--- config.mk ---
export PLATFORM = sky130hd
export DESIGN_NAME = ecc_rd_monitor
export DESIGN_NICKNAME = d
export VERILOG_FILES = /design/src/rtl/ecc_rd_monitor_pkg.sv /design/src/rtl/ecc_skid_buf.sv /design/src/rtl/ecc_rd_monitor.sv
export SDC_FILE = /design/constraint.sdc
export NUM_CORES = 1
export LEC_CHECK = 0
export BUFFER_PORTS_ARGS = -buffer_cell sky130_fd_sc_hd__buf_2
export CORE_MARGIN = 8
export CORE_UTILIZATION = 41
export CTS_BUF_LIST = sky130_fd_sc_hd__clkbuf_8
export DETAILED_ROUTE_END_ITERATION = 6
export GPL_TIMING_DRIVEN = 0
export PLACE_DENSITY_LB_ADDON = 0.12
export SLEW_MARGIN = 20
export SYNTH_ARGS = -nofsm -noshare
export SYNTH_HDL_FRONTEND = slang
export SYNTH_HIERARCHICAL = 1
export SYNTH_SLANG_ARGS = --single-unit
--- constraint.sdc ---
create_clock -name clk -period 3 [get_ports clk]
set_clock_uncertainty 0.2 [all_clocks]
set_input_delay 0.9 -clock clk [delete_from_list [all_inputs] [get_ports clk]]
set_output_delay 0.9 -clock clk [all_outputs]
set_load 0.03 [all_outputs]
--- src/rtl/ecc_rd_monitor_pkg.sv ---
// Shared types and helpers for the ECC read path: tagged word layout and saturating increment.
package ecc_rd_monitor_pkg;

  localparam int ECC_DATA_W = 32;
  localparam int ECC_PAR_W  = 7;

  typedef struct packed {
    logic [ECC_DATA_W-1:0] data;
    logic                  ded;
  } ecc_word_t;

  // Callers pass the all-ones value of their own counter width as max.
  function automatic logic [31:0] sat_inc(input logic [31:0] cnt, input logic [31:0] max);
    return (cnt >= max) ? max : cnt + 32'd1;
  endfunction

endpackage

--- src/rtl/ecc_skid_buf.sv ---
// Generic 2-entry valid/ready skid buffer: 1-cycle latency, full throughput,
// in_rdy is registered (skid entry empty) so it never depends combinationally on out_rdy.
module ecc_skid_buf #(
  parameter int W = 33
) (
  input  logic         clk,
  input  logic         rst_n,
  input  logic         in_vld,
  output logic         in_rdy,
  input  logic [W-1:0] in_dat,
  output logic         out_vld,
  input  logic         out_rdy,
  output logic [W-1:0] out_dat
);

  logic         main_vld_q, main_vld_d;
  logic         skid_vld_q, skid_vld_d;
  logic [W-1:0] main_dat_q, main_dat_d;
  logic [W-1:0] skid_dat_q, skid_dat_d;
  logic         acc;

  assign in_rdy  = ~skid_vld_q;
  assign out_vld = main_vld_q;
  assign out_dat = main_dat_q;
  assign acc     = in_vld & ~skid_vld_q;

  always_comb begin
    main_vld_d = main_vld_q;
    main_dat_d = main_dat_q;
    skid_vld_d = skid_vld_q;
    skid_dat_d = skid_dat_q;
    if (!main_vld_q || out_rdy) begin
      // Main is free this cycle; the older skid word always wins over new input.
      if (skid_vld_q) begin
        main_vld_d = 1'b1;
        main_dat_d = skid_dat_q;
        skid_vld_d = 1'b0;
      end else begin
        main_vld_d = acc;
        if (acc) main_dat_d = in_dat;
      end
    end else if (acc) begin
      skid_vld_d = 1'b1;
      skid_dat_d = in_dat;
    end
  end

  always_ff @(posedge clk or negedge rst_n) begin
    if (!rst_n) begin
      main_vld_q <= 1'b0;
      skid_vld_q <= 1'b0;
      main_dat_q <= '0;
      skid_dat_q <= '0;
    end else begin
      main_vld_q <= main_vld_d;
      skid_vld_q <= skid_vld_d;
      main_dat_q <= main_dat_d;
      skid_dat_q <= skid_dat_d;
    end
  end

endmodule

--- src/rtl/ecc_rd_monitor.sv ---
// Read-side stage after the SECDED decoder: skid-buffers words and keeps SEC/DED statistics.
// ECC_DROP_DED_EN: when defined, DED words are counted but never forwarded and out_ded is 0.
module ecc_rd_monitor
  import ecc_rd_monitor_pkg::*;
#(
  parameter int DATA_W = ECC_DATA_W,
  parameter int ADDR_W = 5,
  parameter int CNT_W  = 16
) (
  input  logic              clk,
  input  logic              rst_n,
  input  logic              in_valid,
  output logic              in_ready,
  input  logic [DATA_W-1:0] in_data,
  input  logic              in_sec,
  input  logic              in_ded,
  input  logic [ADDR_W-1:0] in_addr,
  output logic              out_valid,
  input  logic              out_ready,
  output logic [DATA_W-1:0] out_data,
  output logic              out_ded,
  input  logic              clr_cnt,
  output logic [CNT_W-1:0]  sec_cnt,
  output logic [CNT_W-1:0]  ded_cnt,
  output logic              ded_irq,
  output logic [ADDR_W-1:0] ded_addr
);

  localparam logic [31:0] CNT_MAX = 32'hFFFF_FFFF >> (32 - CNT_W);

  ecc_word_t         buf_in, buf_out;
  logic              buf_in_vld;
  logic              accept;
  logic [CNT_W-1:0]  sec_cnt_q, sec_cnt_d;
  logic [CNT_W-1:0]  ded_cnt_q, ded_cnt_d;
  logic              ded_irq_q, ded_irq_d;
  logic [ADDR_W-1:0] ded_addr_q, ded_addr_d;

  assign accept = in_valid & in_ready;

`ifdef ECC_DROP_DED_EN
  // in_ready still governs acceptance so a dropped DED word is consumed and counted.
  assign buf_in_vld = in_valid & ~in_ded;
  assign buf_in     = {in_data, 1'b0};
`else
  assign buf_in_vld = in_valid;
  assign buf_in     = {in_data, in_ded};
`endif

  ecc_skid_buf #(.W($bits(ecc_word_t))) u_skid (
    .clk     (clk),
    .rst_n   (rst_n),
    .in_vld  (buf_in_vld),
    .in_rdy  (in_ready),
    .in_dat  (buf_in),
    .out_vld (out_valid),
    .out_rdy (out_ready),
    .out_dat (buf_out)
  );

  assign out_data = buf_out.data;
  assign out_ded  = buf_out.ded;

  always_comb begin
    sec_cnt_d  = sec_cnt_q;
    ded_cnt_d  = ded_cnt_q;
    ded_irq_d  = ded_irq_q;
    ded_addr_d = ded_addr_q;
    // Clear first, then count, so a same-cycle error survives the clear.
    if (clr_cnt) begin
      sec_cnt_d  = '0;
      ded_cnt_d  = '0;
      ded_irq_d  = 1'b0;
      ded_addr_d = '0;
    end
    if (accept && in_sec) sec_cnt_d = CNT_W'(sat_inc(32'(sec_cnt_d), CNT_MAX));
    if (accept && in_ded) begin
      ded_cnt_d = CNT_W'(sat_inc(32'(ded_cnt_d), CNT_MAX));
      if (!ded_irq_d) begin
        ded_irq_d  = 1'b1;
        ded_addr_d = in_addr;
      end
    end
  end

  always_ff @(posedge clk or negedge rst_n) begin
    if (!rst_n) begin
      sec_cnt_q  <= '0;
      ded_cnt_q  <= '0;
      ded_irq_q  <= 1'b0;
      ded_addr_q <= '0;
    end else begin
      sec_cnt_q  <= sec_cnt_d;
      ded_cnt_q  <= ded_cnt_d;
      ded_irq_q  <= ded_irq_d;
      ded_addr_q <= ded_addr_d;
    end
  end

  assign sec_cnt  = sec_cnt_q;
  assign ded_cnt  = ded_cnt_q;
  assign ded_irq  = ded_irq_q;
  assign ded_addr = ded_addr_q;

endmodule
==> Implementation_results.wiki <==
{| class="wikitable"
! Metric !! Value
|-
| Result of the run || completed
|-
| Combined global-route utilization of all metal layers || 15.3%
|-
| Leading cell type by number of instances after synthesis || sky130_fd_sc_hd__dfrtp_1
|-
| Cell type contributing the most total cell area after synthesis || sky130_fd_sc_hd__dfrtp_1
|-
| Internal power || 2.44 mW
|-
| TritonCTS Buffers || 9
|-
| Number of rows created at floorplan || 40
|-
| Clock period minus final worst setup slack || 2.98 ns
|-
| Die ar. || 0.0160 mm2
|-
| Insertion delay to the later sink of the worst-skew pair || 0.38 ns
|-
| Synthesized netlist net count || 449
|-
| Complex-gate fraction of the synthesized area || 5.37%
|-
| Net Sw Power || 1.11 mW
|-
| Sequential share of the synthesized area || 53.0%
|-
| Number of ports placed on the die boundary || 117
|-
| Fraction of synthesized cell area taken by the top area cell type || 53.0%
|-
| Max_cap viols || 0
|-
| Initial cell density of the core || 41.9%
|-
| Leading register cell type out of synthesis || sky130_fd_sc_hd__dfrtp_1
|-
| Cts hold-fix bufs || 0
|-
| Crit Path Category || input port to flip-flop
|-
| H-Tree Depth || 3
|-
| Distinct cell type count after synthesis || 44
|-
| Vias/cell || 5.40
|-
| Setup Viol. Count Final || 0
|-
| Part of the total power dissipated in the clock network || 25.2%
|-
| Endpoint type of the worst setup path || flip-flop
|-
| Number of design-rule violations left by the first detailed-router iteration || 231
|-
| Routed Wire Length || 12.0 mm
|-
| GR Overflow Total || 0
|-
| Portion of total power attributed to combinational logic || 25.0%
|-
| Max-slew headroom || 62.5%
|-
| Placeable core area || 0.0120 mm2
|-
| Synth Area in Adders || 0.500%
|-
| Synth top area cells || sky130_fd_sc_hd__dfrtp_1, sky130_fd_sc_hd__mux2_2, sky130_fd_sc_hd__nand2_1
|-
| Layout cell share with drive strength beyond 1 || 49.3%
|-
| Antenna violations before repair || 1
|-
| Via count of the first global-routing pass || 3,891
|-
| Total inserted antenna cells || 0
|-
| Final-report max-slew violation count || 0
|-
| Remaining antenna violation count after routing || 0
|-
| Floorplan die width || 127 um
|-
| Xor and xnor fraction of the mapped netlist area || 2.27%
|-
| Drt first pass iters || 4
|-
| Post-route fraction of the period consumed by the critical path || 99.5%
|-
| Fillers || 1,070
|-
| Area Overhead vs Synth || 22.1%
|-
| Synthesized area || 0.00501 mm2
|-
| FFs w/ async S/R, synth || 100%
|-
| Wire length of the first global-routing pass || 19.6 mm
|-
| Top cells by count, synth || sky130_fd_sc_hd__dfrtp_1, sky130_fd_sc_hd__mux2_2, sky130_fd_sc_hd__nand2_1, sky130_fd_sc_hd__nor2_1, sky130_fd_sc_hd__o21ai_0
|-
| Simple-gate portion of the synthesized area || 13.2%
|-
| Reg power frac || 49.8%
|-
| DP Area || 0.00585 mm2
|-
| Total vias in the final route || 3,698
|-
| Sum of negative setup slack || 0 ns
|-
| Post-CTS clock slew at the launch and capture registers of the worst setup and hold paths || 0.10 ns
|-
| Height of the die || 127 um
|-
| Yosys synthesis warning count || 6
|-
| Fin util || 51.1%
|-
| Largest fanout on the critical path || 11
|-
| Storage element area || 0.00265 mm2
|-
| Leak || 2.79 nW
|-
| Avg Inst Size Synth || 12.4 um2
|-
| Post-route cell area || 0.00611 mm2
|-
| Number of hold-slack violations in the final timing report || 0
|-
| Pin count of the biggest net entering global routing || 56
|-
| Post-synth EDFFs || 0
|-
| Flip-flop and latch count after synthesis || 106
|-
| Post-detailed-placement half-perimeter wirelength || 8.60 mm
|-
| Post-Synthesis Cells || 403
|-
| Min-delay worst type || input port to async pin
|-
| Fmax || 335 MHz
|-
| Slew @ Worst Pin || 0.558 ns
|-
| Multiplexer area fraction after synthesis || 22.7%
|-
| Share of total power consumed by net switching || 31.2%
|-
| TritonCTS clock tree || built
|-
| Clk root buf || sky130_fd_sc_hd__clkbuf_8
|-
| Pwr per Cell Area || 581 mW/mm2
|-
| Final weighted congestion of routability-driven global placement || 0.842
|-
| WHS || 0.265 ns
|-
| # port buffers || 116
|-
| Peak VDD IR || 348 uV
|-
| Post-layout nets || 579
|-
| Critical path arrival || 3.10 ns
|-
| Startpoint class of the critical path || input port
|-
| CTS Buffer Depth || 2
|-
| Total area of multi-input combinational cells || 0.00225 mm2
|-
| Number of clock sinks || 106
|-
| Total DRC errors in the routed layout || 0
|-
| Detailed-route wire length per cell || 17.6 um
|-
| Required time at the endpoint of the critical path || 3.12 ns
|-
| Largest family of logic cells by synthesized area || multiplexers
|}
==> flip-flops by register name, summed over array words and instances, names as in the netlist <==
name,count
ded_cnt,16
u_skid/skid_vld_q,1
u_skid/out_vld,1
ded_addr,5
sec_cnt,16
u_skid/out_dat,33
ded_irq,1
u_skid/skid_dat_q,33
==> power by group through the flow <==
stage                     Combinational, mW  Sequential [mW]  Clock [mW]
final                                 0.887             1.77       0.894
after global routing                  0.948             1.80       0.988
after CTS                             0.902             1.77       0.936
after detailed placement              0.897             1.80           0
after global placement                0.876             1.79           0
after floorplan                       0.369             2.03           0
==> final cells by class <==
type	count	share of cell area (%)
plain buffers	18	2.76
clock buffers	10	2.25
clock inverters	6	0.962
inverters	5	0.307
multi-input cells	273	36.9
flip-flops and latches	106	43.4
well taps	147	3.01
repair buffers	120	10.4
==> repair_timing <==
action / in CTS / in global routing
setup buffers: 3 / 0
endpoints found under the setup margin: 12 / 8
gates resized for setup: 8 / 4
pin swaps: 1 / 1
==> metal layers <==
layer	global-route usage [%]	routed length [um]	vias up
li1	-	-	1733
met1	18.7	5480	1856
met2	24.5	5630	89
met3	4.44	685	18
met4	6.86	225	2
met5	0	13	-
==> cell usage in the layout (no fill, tap or decap), types with 9 or more instances in the layout <==
cell,netlist,layout
sky130_fd_sc_hd__clkbuf_8,0,11
sky130_fd_sc_hd__buf_2,6,120
sky130_fd_sc_hd__nor2_1,15,15
sky130_fd_sc_hd__nand3_1,11,11
sky130_fd_sc_hd__mux2_2,99,99
sky130_fd_sc_hd__o21ai_0,12,12
sky130_fd_sc_hd__dfrtp_1,106,106
sky130_fd_sc_hd__nand2_1,24,24
sky130_fd_sc_hd__nor3_1,9,9
sky130_fd_sc_hd__nand4_1,11,11
==> worst paths after layout <==
kind / slack [ns] / cells after the start / from / to
worst min-delay path: 0.26 / 1 / rst_n / ded_cnt[10]$_DFF_PN0_
worst min register to register: 0.30 / 1 / ded_addr[2]$_DFF_PN0_ / ded_addr[2]$_DFF_PN0_
worst max register to register: 0.36 / 8 / u_skid/skid_vld_q$_DFFE_PN0P_ / sec_cnt[10]$_DFF_PN0_
worst max-delay path: 0.02 / 10 / clr_cnt / sec_cnt[10]$_DFF_PN0_
min in group clk: 0.30 / 1 / ded_addr[2]$_DFF_PN0_ / ded_addr[2]$_DFF_PN0_
max in group asynchronous: 1.68 / 2 / rst_n / sec_cnt[6]$_DFF_PN0_
==> logic make-up (layout without fill, tap and decap cells) <==
family / after synthesis / in the layout
compound gates: 42 / 42
xor+xnor: 13 / 13
fa+ha+maj: 2 / 2
buf+inv: 24 / 159
flops: 106 / 106
mux: 101 / 101
simple gates: 115 / 115
==> critical path: stages <==
cell	delay, ns
sky130_fd_sc_hd__buf_2	0.14
sky130_fd_sc_hd__buf_8	0.16
sky130_fd_sc_hd__clkbuf_16	0.17
sky130_fd_sc_hd__nor2b_4	0.14
sky130_fd_sc_hd__ha_4	0.16
sky130_fd_sc_hd__nand4b_1	0.17
sky130_fd_sc_hd__or4_4	0.55
sky130_fd_sc_hd__clkbuf_8	0.16
sky130_fd_sc_hd__or4_1	0.46
sky130_fd_sc_hd__nand3_1	0.09
==> stage by stage <==
stage / setup WS [ns] / instances / power [mW]
floorplan: -0.162 / 403 / 2.39
global placement: -0.666 / 666 / 2.66
detailed placement: -0.675 / 667 / 2.70
CTS: 0.0646 / 685 / 3.61
global route: -0.000207 / 685 / 3.74
finish: 0.0154 / 685 / 3.55
Power figures use the tool's default switching activity.
